$ cat src/rtl/addr_mem_ctrl.sv
// Command front-end and storage for a small single-port register memory.
// Writes complete in one edge; reads return registered data one edge after the command.
module addr_mem_ctrl #(
    parameter int AW    = 6,
    parameter int DW    = 8,
    parameter int DEPTH = 48
) (
    input  logic          clk,
    input  logic          rst,
    input  logic          en,
    input  logic          wr,
    input  logic [AW-1:0] addr,
    input  logic [DW-1:0] wdata,
    output logic          ready,
    output logic [DW-1:0] rdata,
    output logic          rvalid,
    output logic          err,
    output logic [15:0]   wr_cnt,
    output logic [15:0]   rd_cnt,
    output logic [7:0]    drop_cnt
);

    typedef enum logic {IDLE, RD} state_e;

    localparam logic [AW:0] DEPTH_W = (AW+1)'(DEPTH);

    state_e        state_q, state_d;
    logic          ready_q, ready_d;
    logic [DW-1:0] rdata_q, rdata_d;
    logic          rvalid_q, rvalid_d;
    logic          err_q, err_d;
    logic [15:0]   wr_cnt_q, wr_cnt_d;
    logic [15:0]   rd_cnt_q, rd_cnt_d;
    logic [7:0]    drop_cnt_q, drop_cnt_d;
    logic [AW-1:0] raddr_q, raddr_d;
    logic          in_range;
    logic          mem_we;

    // Storage is deliberately left out of reset so contents survive it.
    logic [DW-1:0] mem [DEPTH];

    assign in_range = {1'b0, addr} < DEPTH_W;

    always_comb begin
        state_d    = state_q;
        rdata_d    = rdata_q;
        rvalid_d   = 1'b0;
        err_d      = 1'b0;
        wr_cnt_d   = wr_cnt_q;
        rd_cnt_d   = rd_cnt_q;
        drop_cnt_d = drop_cnt_q;
        raddr_d    = raddr_q;
        mem_we     = 1'b0;
        unique case (state_q)
            IDLE: begin
                if (en) begin
                    if (!in_range) begin
                        err_d = 1'b1;
                    end else if (wr) begin
                        mem_we   = 1'b1;
                        wr_cnt_d = wr_cnt_q + 16'd1;
                    end else begin
                        raddr_d = addr;
                        state_d = RD;
                    end
                end
            end
            RD: begin
                rdata_d  = mem[raddr_q];
                rvalid_d = 1'b1;
                rd_cnt_d = rd_cnt_q + 16'd1;
                state_d  = IDLE;
                if (en && drop_cnt_q != 8'hFF) begin
                    drop_cnt_d = drop_cnt_q + 8'd1;
                end
            end
            default: state_d = IDLE;
        endcase
        ready_d = (state_d == IDLE);
    end

    always_ff @(posedge clk or posedge rst) begin
        if (rst) begin
            state_q    <= IDLE;
            ready_q    <= 1'b1;
            rdata_q    <= '0;
            rvalid_q   <= 1'b0;
            err_q      <= 1'b0;
            wr_cnt_q   <= '0;
            rd_cnt_q   <= '0;
            drop_cnt_q <= '0;
            raddr_q    <= '0;
        end else begin
            state_q    <= state_d;
            ready_q    <= ready_d;
            rdata_q    <= rdata_d;
            rvalid_q   <= rvalid_d;
            err_q      <= err_d;
            wr_cnt_q   <= wr_cnt_d;
            rd_cnt_q   <= rd_cnt_d;
            drop_cnt_q <= drop_cnt_d;
            raddr_q    <= raddr_d;
        end
    end

    always_ff @(posedge clk) begin
        if (mem_we) begin
            mem[addr] <= wdata;
        end
    end

    assign ready    = ready_q;
    assign rdata    = rdata_q;
    assign rvalid   = rvalid_q;
    assign err      = err_q;
    assign wr_cnt   = wr_cnt_q;
    assign rd_cnt   = rd_cnt_q;
    assign drop_cnt = drop_cnt_q;

endmodule

$ cat config.mk
export PLATFORM = sky130hd
export DESIGN_NAME = addr_mem_ctrl
export DESIGN_NICKNAME = d
export VERILOG_FILES = /design/src/rtl/addr_mem_ctrl.sv
export SDC_FILE = /design/constraint.sdc
export NUM_CORES = 1
export LEC_CHECK = 0
export BUFFER_PORTS_ARGS = -buffer_cell sky130_fd_sc_hd__buf_2
export CAP_MARGIN = 20
export CORE_UTILIZATION = 55
export DETAILED_ROUTE_END_ITERATION = 10
export PLACE_DENSITY_LB_ADDON = 0.08
export SLEW_MARGIN = 20
export SYNTH_ARGS = -nofsm -noshare
export SYNTH_HDL_FRONTEND = slang
export SYNTH_SLANG_ARGS = --single-unit
$ cat constraint.sdc
create_clock -name clk -period 2.53 [get_ports clk]
set_clock_uncertainty 0.2 [all_clocks]
set_input_delay 0.253 -clock clk [delete_from_list [all_inputs] [get_ports clk]]
set_output_delay 0.253 -clock clk [all_outputs]
set_load 0.005 [all_outputs]
# Word level (Yosys, flattened, before mapping)
# Memories as Yosys holds them, arrays and structs flattened. A register that Yosys moved wholly into a read port is not among the register bits.
# Index checks and enable logic that the tools add are counted.
# W data, S select, Z words.
[word_totals] regBits=50 mem_bits_rw=384 inputBits=18 output_inout_bits=51 word_cells=35 n_memories=1
[classes] add_sub_neg=3 order_cmp=1 n_eq_ne=1 muxes=14 n_bitwise=3 reduce_logical=4
[memory_table] name="mem" depth=48 width=8 read_ports=1 rd_clocked_by_memory_dff=1 write_ports=1 line_no="40" source="logic [DW-1:0] mem [DEPTH];"
[op_table] cell="$add A16 B1 Y16 const B" count=2
[op_table] cell="$mux W1" count=13
[op_table] cell="$add A8 B1 Y8 const B" count=1
[op_table] cell="$ne A8 B8 Y1 const B" count=1
[op_table] cell="$reduce_and A4 Y1" count=2
[op_table] cell="$lt A6 B6 Y1 const B" count=1
[op_table] cell="$not A1 Y1" count=3
[op_table] cell="$pmux W1 S2" count=1
[op_table] cell="$reduce_and A2 Y1" count=1
[op_table] cell="$logic_and A1 B1 Y1" count=1

# Depth between registers and ports, before layout
# Gate-level depths: netlist of the first run.
[depth] word_depth=6 depth_mapped=9 depth_no_buf=5

# Worst setup path after synthesis of the first run
# OpenSTA, ideal clock, no wires.
[synth_path] path_type="reg-to-reg" start="register state_q" end="memory mem[42][0] (enable)" setup_ns=0.370 arrival_ns=1.834 t_required_ns=1.960 path_slack_ns=0.126 path_stages_with_launch=7 path_buffers=1 synth_period_minus_slack_ns=2.404 cell_sequence="dfrtp_1 nor2b_1 and3_1 clkbuf_1 nor2b_1 nand3b_1 nor2_1"
[synth_between] elab_chain_len=3
[synth_lines] element="start, declared" line_no="27" source="state_e state_q, state_d;"
[synth_lines] element="start signal, assigned" line_no="94" source="state_q <= state_d;"
[synth_lines] element="$mux W1" line_no="54" source="unique case (state_q)"
[synth_lines] element="$mux W1" line_no="107" source="if (mem_we) begin"
[synth_lines] element="$mux W1 (not written as such)" line_no="108" source="mem[addr] <= wdata;"
[synth_lines] element="end, declared" line_no="40"
# Every way passes these cells.

==> impl_metrics.tcl, run 1 <==
set metrics [dict create \
    outcome "finished clean" \
    ys_seq_area_frac 0.745 \
    grt_busiest_layer "met2" \
    critical_path_class "reg2reg" \
    htreeDepth 2 \
    path_clk_slew_ns 0.06 \
    synth-main-ff-cell "edfxtp_1" \
    synth.top_cells.by_area "edfxtp_1 66%, mux4_2 12%, dfrtp_1 8.2%" \
    synth-async-reset-ratio 0.131 \
    ys_warn_count 0 \
    period_share 0.982 \
    rsz0062_at_grt "no" \
    ff_latch_area_um2 13000 \
    synth_xor_area_frac 0.0186 \
    drv_cap 0 \
    finalNonFillerCells 1494 \
    grt_max_degree 59 \
    cts_tree "built" \
    nets 1084 \
    fillCellCount 2036 \
    cts_max_path_buffers 3 \
    yosysTopAreaCell "edfxtp_1" \
    synth_top_area_frac 0.661 \
    core_um2 30900 \
    syn_area_per_cell_um2 19.7 \
    drc 0 \
    synth.area.mux_share 0.156 \
    first_pass_iters 7 \
    first_iter_violations 835 \
    slew_headroom 0.367 \
    post_dp_cell_area_um2 18800 \
    fp.dieH_um 180 \
    syn_nets 906 \
    grt_overflow_total 0 \
    num_rows 64 \
    ys_ff_latch 442 \
    synth_edf_count 384 \
    drive_gt1_frac 0.309 \
    fin_hold_ws_ns 0.117 \
    synthAdderAreaFrac 0.00215 \
    vdd_ir_drop_max_v 0.000631 \
    globalRouteMet3Util 0.0382 \
    synth-compound-area-share 0.0159 \
    multi_input_area_um2 4170 \
    gp_congestion 0.892 \
    final_cell_mix "384 x edfxtp_1, 91 x mux4_2, 80 x buf_4" \
    grt_util_all_layers 0.237 \
    cts_sinks 442 \
    antenna_found_initial 0 \
    io_pins 69 \
    start_util 0.564 \
    hold_path_class "in2async" \
    grt_pass1_vias 9194 \
    endpoint_kind "flop" \
    final_common_cell "edfxtp_1" \
    crit_fanout 12 \
    portBuffers 68 \
    power.density_nw_per_um2 858 \
    vias 9041 \
    worstPathRequired_ns 2.72 \
    crit_arrival_ns 2.67 \
    viasPerCell 6.05 \
    hold_violations 0 \
    synth_cell_types 45 \
    grt_pass1_wl_um 56600 \
    dieArea_um2 32400 \
    cp-start-kind "flop" \
    worstSkewPairLatency_ns 0.54 \
    netlist_instances 885 \
    p_leak_nw 7.15 \
    wl_per_cell_um 25.4 \
    fmax_ghz 0.403 \
    syn_area_um2 17400 \
    numCtsBuffers 46 \
    synth_top_family_by_area "multiplexers" \
    synthSimpleGateAreaFrac 0.0457 \
    use_met2 0.379 \
    diodes 0 \
    routed_wl_um 37900 \
    grt_use_met1 0.343 \
    cts_root_buffer "clkbuf_16" \
    finalCriticalPeriod_ns 2.48 \
    cp-startpoint "raddr_q[0]$_DFFE_PP0P_" \
    stdcell_area_um2 20500 \
    slew_viol_final 0 \
    tightest_slew_ns 0.949 \
    final_antenna_net_count 0 \
    areaGrowthSynthToFinish_pct 17.6 \
    die_x_um 180 \
    setup_viol 0 \
    dp_hpwl_um 24100 \
    setup-tns-final_ns 0 \
    dp.cells 1395 \
    reg2reg_from "raddr_q[0]$_DFFE_PP0P_" \
]
==> state kept, by name, indices dropped and copies added, names as in the netlist <==
register  count
mem         384
rd_cnt       16
wr_cnt       16
drop_cnt      8
rdata         8
raddr_q       6
err           1
ready         1
rvalid        1
state_q       1
==> worst paths after layout <==
path,to,slack (ns),cells after the start
setup reg to reg,rdata[6]$_DFFE_PP0P_,0.05,6
min in group clk,mem[33][5]$_DFFE_PP_,0.20,1
hold / removal,rd_cnt[10]$_DFFE_PP0P_,0.12,4
setup / recovery,rdata[6]$_DFFE_PP0P_,0.05,6
hold reg to reg,rd_cnt[15]$_DFFE_PP0P_,0.28,1
max in group asynchronous,ready$_DFF_PP1_,1.71,4
==> worst max-delay path, stage by stage (launching register included) <==
cell and delay, ns:
dfrtp_4 0.51, buf_12 0.19, mux4_2 0.51, mux2i_1 0.26, o21ai_0 0.18, o22ai_1 0.27
o311ai_0 0.19
==> synthesized netlist by cell type (3+ instances only) <==
master,n
dfrtp_1,57
o22ai_1,7
mux4_2,91
a21oi_1,4
a22oi_1,3
mux4_1,9
nand3_1,16
nor2_1,78
ha_1,3
xor2_1,12
o211ai_1,4
and4_1,3
buf_6,6
o21ai_0,14
nand4_1,7
o311ai_0,3
nand3b_1,4
nor3_1,7
nor2b_1,5
inv_1,8
mux2i_1,30
xnor2_1,25
nand2b_1,6
buf_4,5
nand2_1,27
clkbuf_1,13
buf_2,12
mux2_2,12
edfxtp_1,384
and3_1,8
==> stage by stage <==
step                      setup WS (ns)  utilization  total power (W)
after floorplan                   0.126            -          0.00997
after global placement           0.0653        0.607           0.0109
after detailed placement         0.0359        0.607           0.0109
after CTS                        0.0134        0.660           0.0176
after global routing            0.00352        0.663           0.0182
final                            0.0458        0.663           0.0176
==> power by group <==
| part | total [W] | internal [W] | leakage, nW | switching [W] |
|---|---|---|---|---|
| Sequential | 0.00848 | 0.00813 | 4.17 | 0.000348 |
| Combinational | 0.00241 | 0.00123 | 2.24 | 0.00118 |
| Clock | 0.00670 | 0.00407 | 0.731 | 0.00264 |
==> routing by layer <==
| layer | wire, µm | part of all wire |
|---|---|---|
| met2 | 18100 | 0.48 |
| met5 | 0 | 0 |
| met4 | 1030 | 0.027 |
| met3 | 2800 | 0.074 |
| met1 | 16000 | 0.42 |
==> timing repair <==
action / in CTS / in global routing
buffers inserted: 0 / 4
resized for setup: 0 / 6
hold endpoints to repair: 67 / 0
hold buffers: 10 / 0
setup endpoints to repair: 0 / 87
==> area by class of cell <==
class,count,area share
clock buffers,63,0.0629
repair buffers,170,0.0629
inverters,8,0.00147
flip-flops and latches,442,0.634
clock inverters,20,0.0112
multi-input cells,395,0.203
well taps,396,0.0242
==> cell families (layout without fill, tap and decap cells) <==
| kind of cell | after synthesis | count (layout) |
|---|---|---|
| buffers and inverters | 48 | 261 |
| flip-flops | 442 | 442 |
| XOR/XNOR | 37 | 37 |
| multiplexers | 142 | 142 |
| adder cells (fa/ha/maj) | 3 | 3 |
| AO/OA/AOI/OAI | 43 | 43 |
| AND/OR/NAND/NOR | 170 | 170 |
(Power assumes the default switching activity.)
==> run 2: changes to the inputs <==
Settings changed: CORE_MARGIN set to 10.
Clock period 2.53 ns to 2.5 ns, I/O delays scaled along.
==> run 2 against run 1 <==
The run now ends with setup timing left; sequential power rose by 0.6%; first-iteration DRC count fell by 11%; die area rose by 21%; non-clock buffer count rose by 29; clock-buffer cell count fell by 9; power rose by 3.9%; register-to-register slack got worse by 0.05 ns; final cell count rose by 2.5%; critical endpoint is now rdata[4]$_DFFE_PP0P_.
==> impl_metrics.tcl, run 2 (synthesis results as in run 1) <==
set metrics [dict create \
    crit_arrival_ns 2.72 \
    grt_overflow_total 0 \
    first_pass_iters 5 \
    fin_util 0.665 \
    first_iter_violations 745 \
    tightest_slew_ns 0.961 \
    switchingPower_w 0.00430 \
    final_antenna_net_count 0 \
    crit_fanout 8 \
    outcome "finished, violations left" \
    r2r_end "rdata[4]$_DFFE_PP0P_" \
    swShare 0.235 \
    grt_busiest_layer "met2" \
    grt_max_degree 49 \
    worstHoldStart "wdata[7]" \
    p_leak_nw 7.35 \
    rsz0062_at_grt "yes" \
    slew_headroom 0.360 \
    failed_checks "setup timing" \
    regMostFlops "mem" \
    wl_per_cell_um 25.6 \
    stdcell_area_um2 20900 \
    slowest_stage "dfrtp_4" \
    power_w 0.0183 \
    setup-tns-final_ns -0.00614 \
    path_clk_slew_ns 0.06 \
    p_seq_frac 0.466 \
    critical_path_class "reg2reg" \
    io_pins 69 \
    num_rows 65 \
    crit_chain "buf_12 > buf_4 > mux4_2 > mux4_2 > o211ai_1 > a31oi_1" \
    worstPathRequired_ns 2.71 \
    antenna_found_initial 0 \
    grt_util_all_layers 0.201 \
    fp.dieH_um 198 \
    grt_use_met1 0.274 \
    reg2reg_from "raddr_q[0]$_DFFE_PP0P_" \
    cpPeakStageDelay_ns 0.57 \
    cts_tree "built" \
    use_met2 0.322 \
    areaGrowthSynthToFinish_pct 19.7 \
    nets 1113 \
    vdd_ir_drop_max_v 0.000637 \
    cts_sinks 442 \
    drc 0 \
    start_util 0.555 \
    drive_gt1_frac 0.333 \
    slew_viol_final 0 \
    viasPerCell 5.94 \
    power.density_nw_per_um2 876 \
    fmax_ghz 0.399 \
    post_dp_cell_area_um2 18900 \
    cts_root_buffer "clkbuf_16" \
    fin_ws_ns -0.00614 \
    hold_violations 0 \
    final_cell_mix "384 x edfxtp_1, 103 x buf_4, 91 x mux4_2" \
    dp_hpwl_um 25400 \
    r2r_slack_ns -0.006 \
    globalRouteMet3Util 0.0419 \
    pre_cts_slack_ns -0.0671 \
    min_path_cells 1 \
    reg2reg_depth 6 \
    worstSkewPairLatency_ns 0.54 \
    finalCriticalPeriod_ns 2.51 \
    gp_congestion 0.866 \
    min_delay_worst_endpoint "mem[22][7]$_DFFE_PP_" \
    final_common_cell "edfxtp_1" \
    portBuffers 68 \
    diodes 0 \
    p_comb_frac 0.146 \
    endpoint_kind "flop" \
    numCtsBuffers 46 \
    grt_pass1_vias 9498 \
    core_um2 31400 \
    p_clk_frac 0.388 \
    grt_pass1_wl_um 58700 \
    largest_reg_flops 384 \
    cts_max_path_buffers 3 \
    vias 9091 \
    period_share 1.00 \
    drv_cap 0 \
    hold_path_class "in2reg" \
    die_x_um 198 \
    dieArea_um2 39200 \
    htreeDepth 2 \
    routed_wl_um 39200 \
    path_common_cell "mux4_2" \
    cp-start-kind "flop" \
    p_int_w 0.0140 \
    setup_viol 1 \
]
[run 2: worst max path at each step]
| stage | start | endpoint | slack, ns | cells after the start |
|---|---|---|---|---|
| floorplan | state_q$_DFF_PP0_ | mem[42][0]$_DFFE_PP_ | 0.1 | 6 |
| global route | raddr_q[0]$_DFFE_PP0P_ | rdata[7]$_DFFE_PP0P_ | -0.03 | 6 |
| detailed placement | raddr_q[0]$_DFFE_PP0P_ | rdata[0]$_DFFE_PP0P_ | -0.07 | 6 |
| global placement | raddr_q[0]$_DFFE_PP0P_ | rdata[2]$_DFFE_PP0P_ | -0.05 | 6 |
| finish | raddr_q[0]$_DFFE_PP0P_ | rdata[4]$_DFFE_PP0P_ | -0.006 | 6 |
| CTS | raddr_q[0]$_DFFE_PP0P_ | rdata[7]$_DFFE_PP0P_ | -0.03 | 6 |
[run 2: timing repair]
action | CTS | global route
gates cloned | 1 | 2
hold endpoints to repair | 66 | 0
pin swaps | 0 | 2
hold buffers | 13 | 0
endpoints found under the setup margin | 3 | 8
resized for setup | 1 | 10
setup buffers | 0 | 14
[run 2: worst max-delay path: cells and delay by family, from the launching register on]
family                 cells  cell delay (ns)
multiplexers               2             1.02
flip-flops                 1             0.57
AO/OA/AOI/OAI              2             0.26
buffers and inverters      2             0.31
[run 2: layout make-up]
type                       count  area, µm²
sequential                   442      13000
clock buffer                  54       1200
inverter                       8       30.0
tap                          402        503
clock inverter                31        393
fill                        2070      10500
timing repair buffer         199       1560
multi-input combinational    395       4190
[run 2: layer usage]
metal | up-vias | share of wire
met1 | 4718 | 0.42
li1 | 3971 | -
met5 | - | 0
met2 | 332 | 0.48
met4 | 0 | 0.027
met3 | 70 | 0.074
[run 2: power by group through the flow]
stage / Combinational [W] / Sequential (W) / Clock [W]
after floorplan: 0.00155 / 0.00854 / 0
after global placement: 0.00243 / 0.00864 / 0
after detailed placement: 0.00247 / 0.00866 / 0
after CTS: 0.00254 / 0.00852 / 0.00720
after global routing: 0.00286 / 0.00854 / 0.00753
final: 0.00267 / 0.00853 / 0.00708
[run 2: per-stage QoR]
step / cells / hold slack [ns]
final: 1531 / 0.181
after global placement: 1416 / -0.0170
after detailed placement: 1416 / -0.000368
after CTS: 1515 / 0.178
after global routing: 1531 / 0.222
after floorplan: 885 / 0.149
==> run 3: changes to the inputs <==
Settings changed: ABC_AREA set to 1.
==> run 3 against run 2 <==
Synthesized area rose by 6.2%; wire length rose by 20%; critical endpoint is now rdata[1]$_DFFE_PP0P_; hold slack got worse by 0.041 ns; final area rose by 3.4%; core utilization fell by 1.8 points; register-to-register slack improved by 0.17 ns; synthesized cell count rose by 90%; critical path type unchanged; sequential share of layout area fell by 2.1 points; the flow now finishes without violations; global-route usage rose by 2.7 points; clock power fell by 2%; maximum frequency rose by 7.1%.
==> impl_metrics.tcl, run 3 <==
set metrics [dict create \
    fin_ws_ns 0.161 \
    numCtsBuffers 46 \
    portBuffers 68 \
    fin_util 0.647 \
    cts_sinks 442 \
    synth.top_cells.by_area "edfxtp_1 62%, nand2_1 11%, dfrtp_1 7.7%" \
    postCtsSetupBuffers 0 \
    cts_max_path_buffers 3 \
    path_clk_slew_ns 0.06 \
    grt_max_degree 84 \
    power.density_nw_per_um2 846 \
    synth_top_area_frac 0.623 \
    cts_root_buffer "clkbuf_16" \
    start_util 0.555 \
    multi_input_area_um2 4660 \
    final_antenna_net_count 0 \
    first_pass_iters 5 \
    setup_viol 0 \
    grt_util_all_layers 0.229 \
    drv_cap 0 \
    fp.dieH_um 203 \
    worstPathRequired_ns 2.78 \
    viasPerCell 5.54 \
    syn_area_um2 18500 \
    hold_path_class "in2async" \
    syn_nets 1706 \
    pre_cts_slack_ns 0.201 \
    rsz0062_at_grt "no" \
    num_rows 67 \
    dp_hpwl_um 28700 \
    io_pins 69 \
    critical_path_class "reg2reg" \
    outcome "finished clean" \
    wl_per_cell_um 20.3 \
    fillCellCount 2647 \
    routed_wl_um 46900 \
    ys_warn_count 0 \
    dieArea_um2 41400 \
    ys_seq_area_frac 0.701 \
    synth.most_common_cell "nand2_1" \
    drc 0 \
    core_um2 33400 \
    die_x_um 203 \
    finalCriticalPeriod_ns 2.34 \
    ff_latch_area_um2 13000 \
    vdd_ir_drop_max_v 0.000696 \
    largest_reg_flops 384 \
    power_w 0.0183 \
    areaGrowthSynthToFinish_pct 16.5 \
    first_iter_violations 1128 \
    synth-main-ff-cell "edfxtp_1" \
    diodes 0 \
    yosysTopAreaCell "edfxtp_1" \
    fmax_ghz 0.427 \
    cts_tree "built" \
    nets 1849 \
    htreeDepth 2 \
    final_cell_mix "558 x nand2_1, 384 x edfxtp_1, 280 x nand3_1" \
    gp_congestion 0.870 \
    endpoint_kind "flop" \
    drive_gt1_frac 0.136 \
    setup-tns-final_ns 0 \
    crit_arrival_ns 2.62 \
    cts_resized 0 \
    period_share 0.936 \
    grt_pass1_wl_um 73600 \
    grt_pass1_vias 12600 \
    synth_cell_types 34 \
    syn_area_per_cell_um2 11.0 \
    synth_edf_count 384 \
    netlist_instances 1685 \
    regMostFlops "mem" \
    cp-start-kind "flop" \
    final_common_cell "nand2_1" \
    worstSkewPairLatency_ns 0.56 \
    slew_viol_final 0 \
    p_leak_nw 8.79 \
    tightest_slew_ns 1.11 \
    vias 12800 \
    antenna_found_initial 0 \
    synth-async-reset-ratio 0.131 \
    slew_headroom 0.262 \
    ys_ff_latch 442 \
    grt_overflow_total 0 \
    synthTopCellsByCount "558 x nand2_1, 384 x edfxtp_1, 280 x nand3_1, 106 x inv_1, 96 x nor2_1" \
    hold_violations 0 \
    crit_fanout 48 \
]
[run 3: changes by cell type after synthesis, moves of 11 or more]
cell	change
buf_2	+26
buf_4	+11
inv_1	+98
mux2_2	-12
mux2i_1	-30
mux4_2	-91
nand2_1	+531
nand3_1	+264
nor2_1	+18
xnor2_1	-11
[run 3: kinds of logic after synthesis]
kind of cell | share of synthesized area
buffers and inverters | 0.0470
AND/OR/NAND/NOR | 0.220
flip-flops | 0.701
adder cells (fa/ha/maj) | 0.00203
AO/OA/AOI/OAI | 0.0134
XOR/XNOR | 0.0160
[run 3: metal layers]
| metal | wire, µm | part of all wire | up-vias | GRT usage |
|---|---|---|---|---|
| met4 | 1670 | 0.036 | 0 | 0.0895 |
| met1 | 19700 | 0.42 | 6220 | 0.316 |
| met2 | 21900 | 0.47 | 531 | 0.359 |
| li1 | - | - | 5976 | - |
| met3 | 3620 | 0.077 | 96 | 0.0368 |
| met5 | 0 | 0 | - | 0 |
[run 3: layout make-up]
class | count | share of cell area
Multi-Input combinational cell | 1049 | 0.216
Clock buffer | 61 | 0.0617
Inverter | 111 | 0.0195
Tap cell | 448 | 0.0260
Timing Repair Buffer | 178 | 0.0648
Clock inverter | 24 | 0.00997
Sequential cell | 442 | 0.602
[run 3: per-stage QoR]
| stage | hold slack (ns) | instances | instance area, µm² |
|---|---|---|---|
| after floorplan | 0.149 | 1685 | 18500 |
| after global placement | 0.179 | 2210 | 19900 |
| after detailed placement | 0.175 | 2210 | 19900 |
| after CTS | 0.117 | 2313 | 21600 |
| after global routing | 0.156 | 2313 | 21600 |
| final | 0.139 | 2313 | 21600 |
[run 3: where the power goes]
| part | leakage [nW] | internal (W) | switching, W |
|---|---|---|---|
| clock network | 0.764 | 0.00415 | 0.00278 |
| registers | 4.19 | 0.00821 | 0.000237 |
| logic | 3.83 | 0.000932 | 0.00195 |
[run 3: worst max-delay path: stages (launching register included)]
cell and delay [ns]:
dfrtp_4 0.53, inv_4 0.34, buf_12 0.30, nand2_1 0.08
nand3_1 0.10, nand3_1 0.13, nand2_1 0.09, nand2_1 0.05
nand3_1 0.13, nand3_1 0.14, a21oi_1 0.17
[run 3: worst paths after layout]
kind / start / endpoint / slack [ns] / depth (start not counted)
setup / recovery: raddr_q[0]$_DFFE_PP0P_ / rdata[1]$_DFFE_PP0P_ / 0.16 / 10
hold / removal: rst / drop_cnt[2]$_DFFE_PP0P_ / 0.14 / 3
setup reg to reg: raddr_q[0]$_DFFE_PP0P_ / rdata[1]$_DFFE_PP0P_ / 0.16 / 10
hold reg to reg: rd_cnt[15]$_DFFE_PP0P_ / rd_cnt[15]$_DFFE_PP0P_ / 0.27 / 1
max in group asynchronous: rst / ready$_DFF_PP1_ / 1.29 / 4
min in group clk: wdata[3] / mem[44][3]$_DFFE_PP_ / 0.15 / 2
[run 3: timing repair]
item / CTS / global route
endpoints found under the hold margin: 116 / 0
hold buffers: 18 / 0
endpoints found under the setup margin: 0 / 0
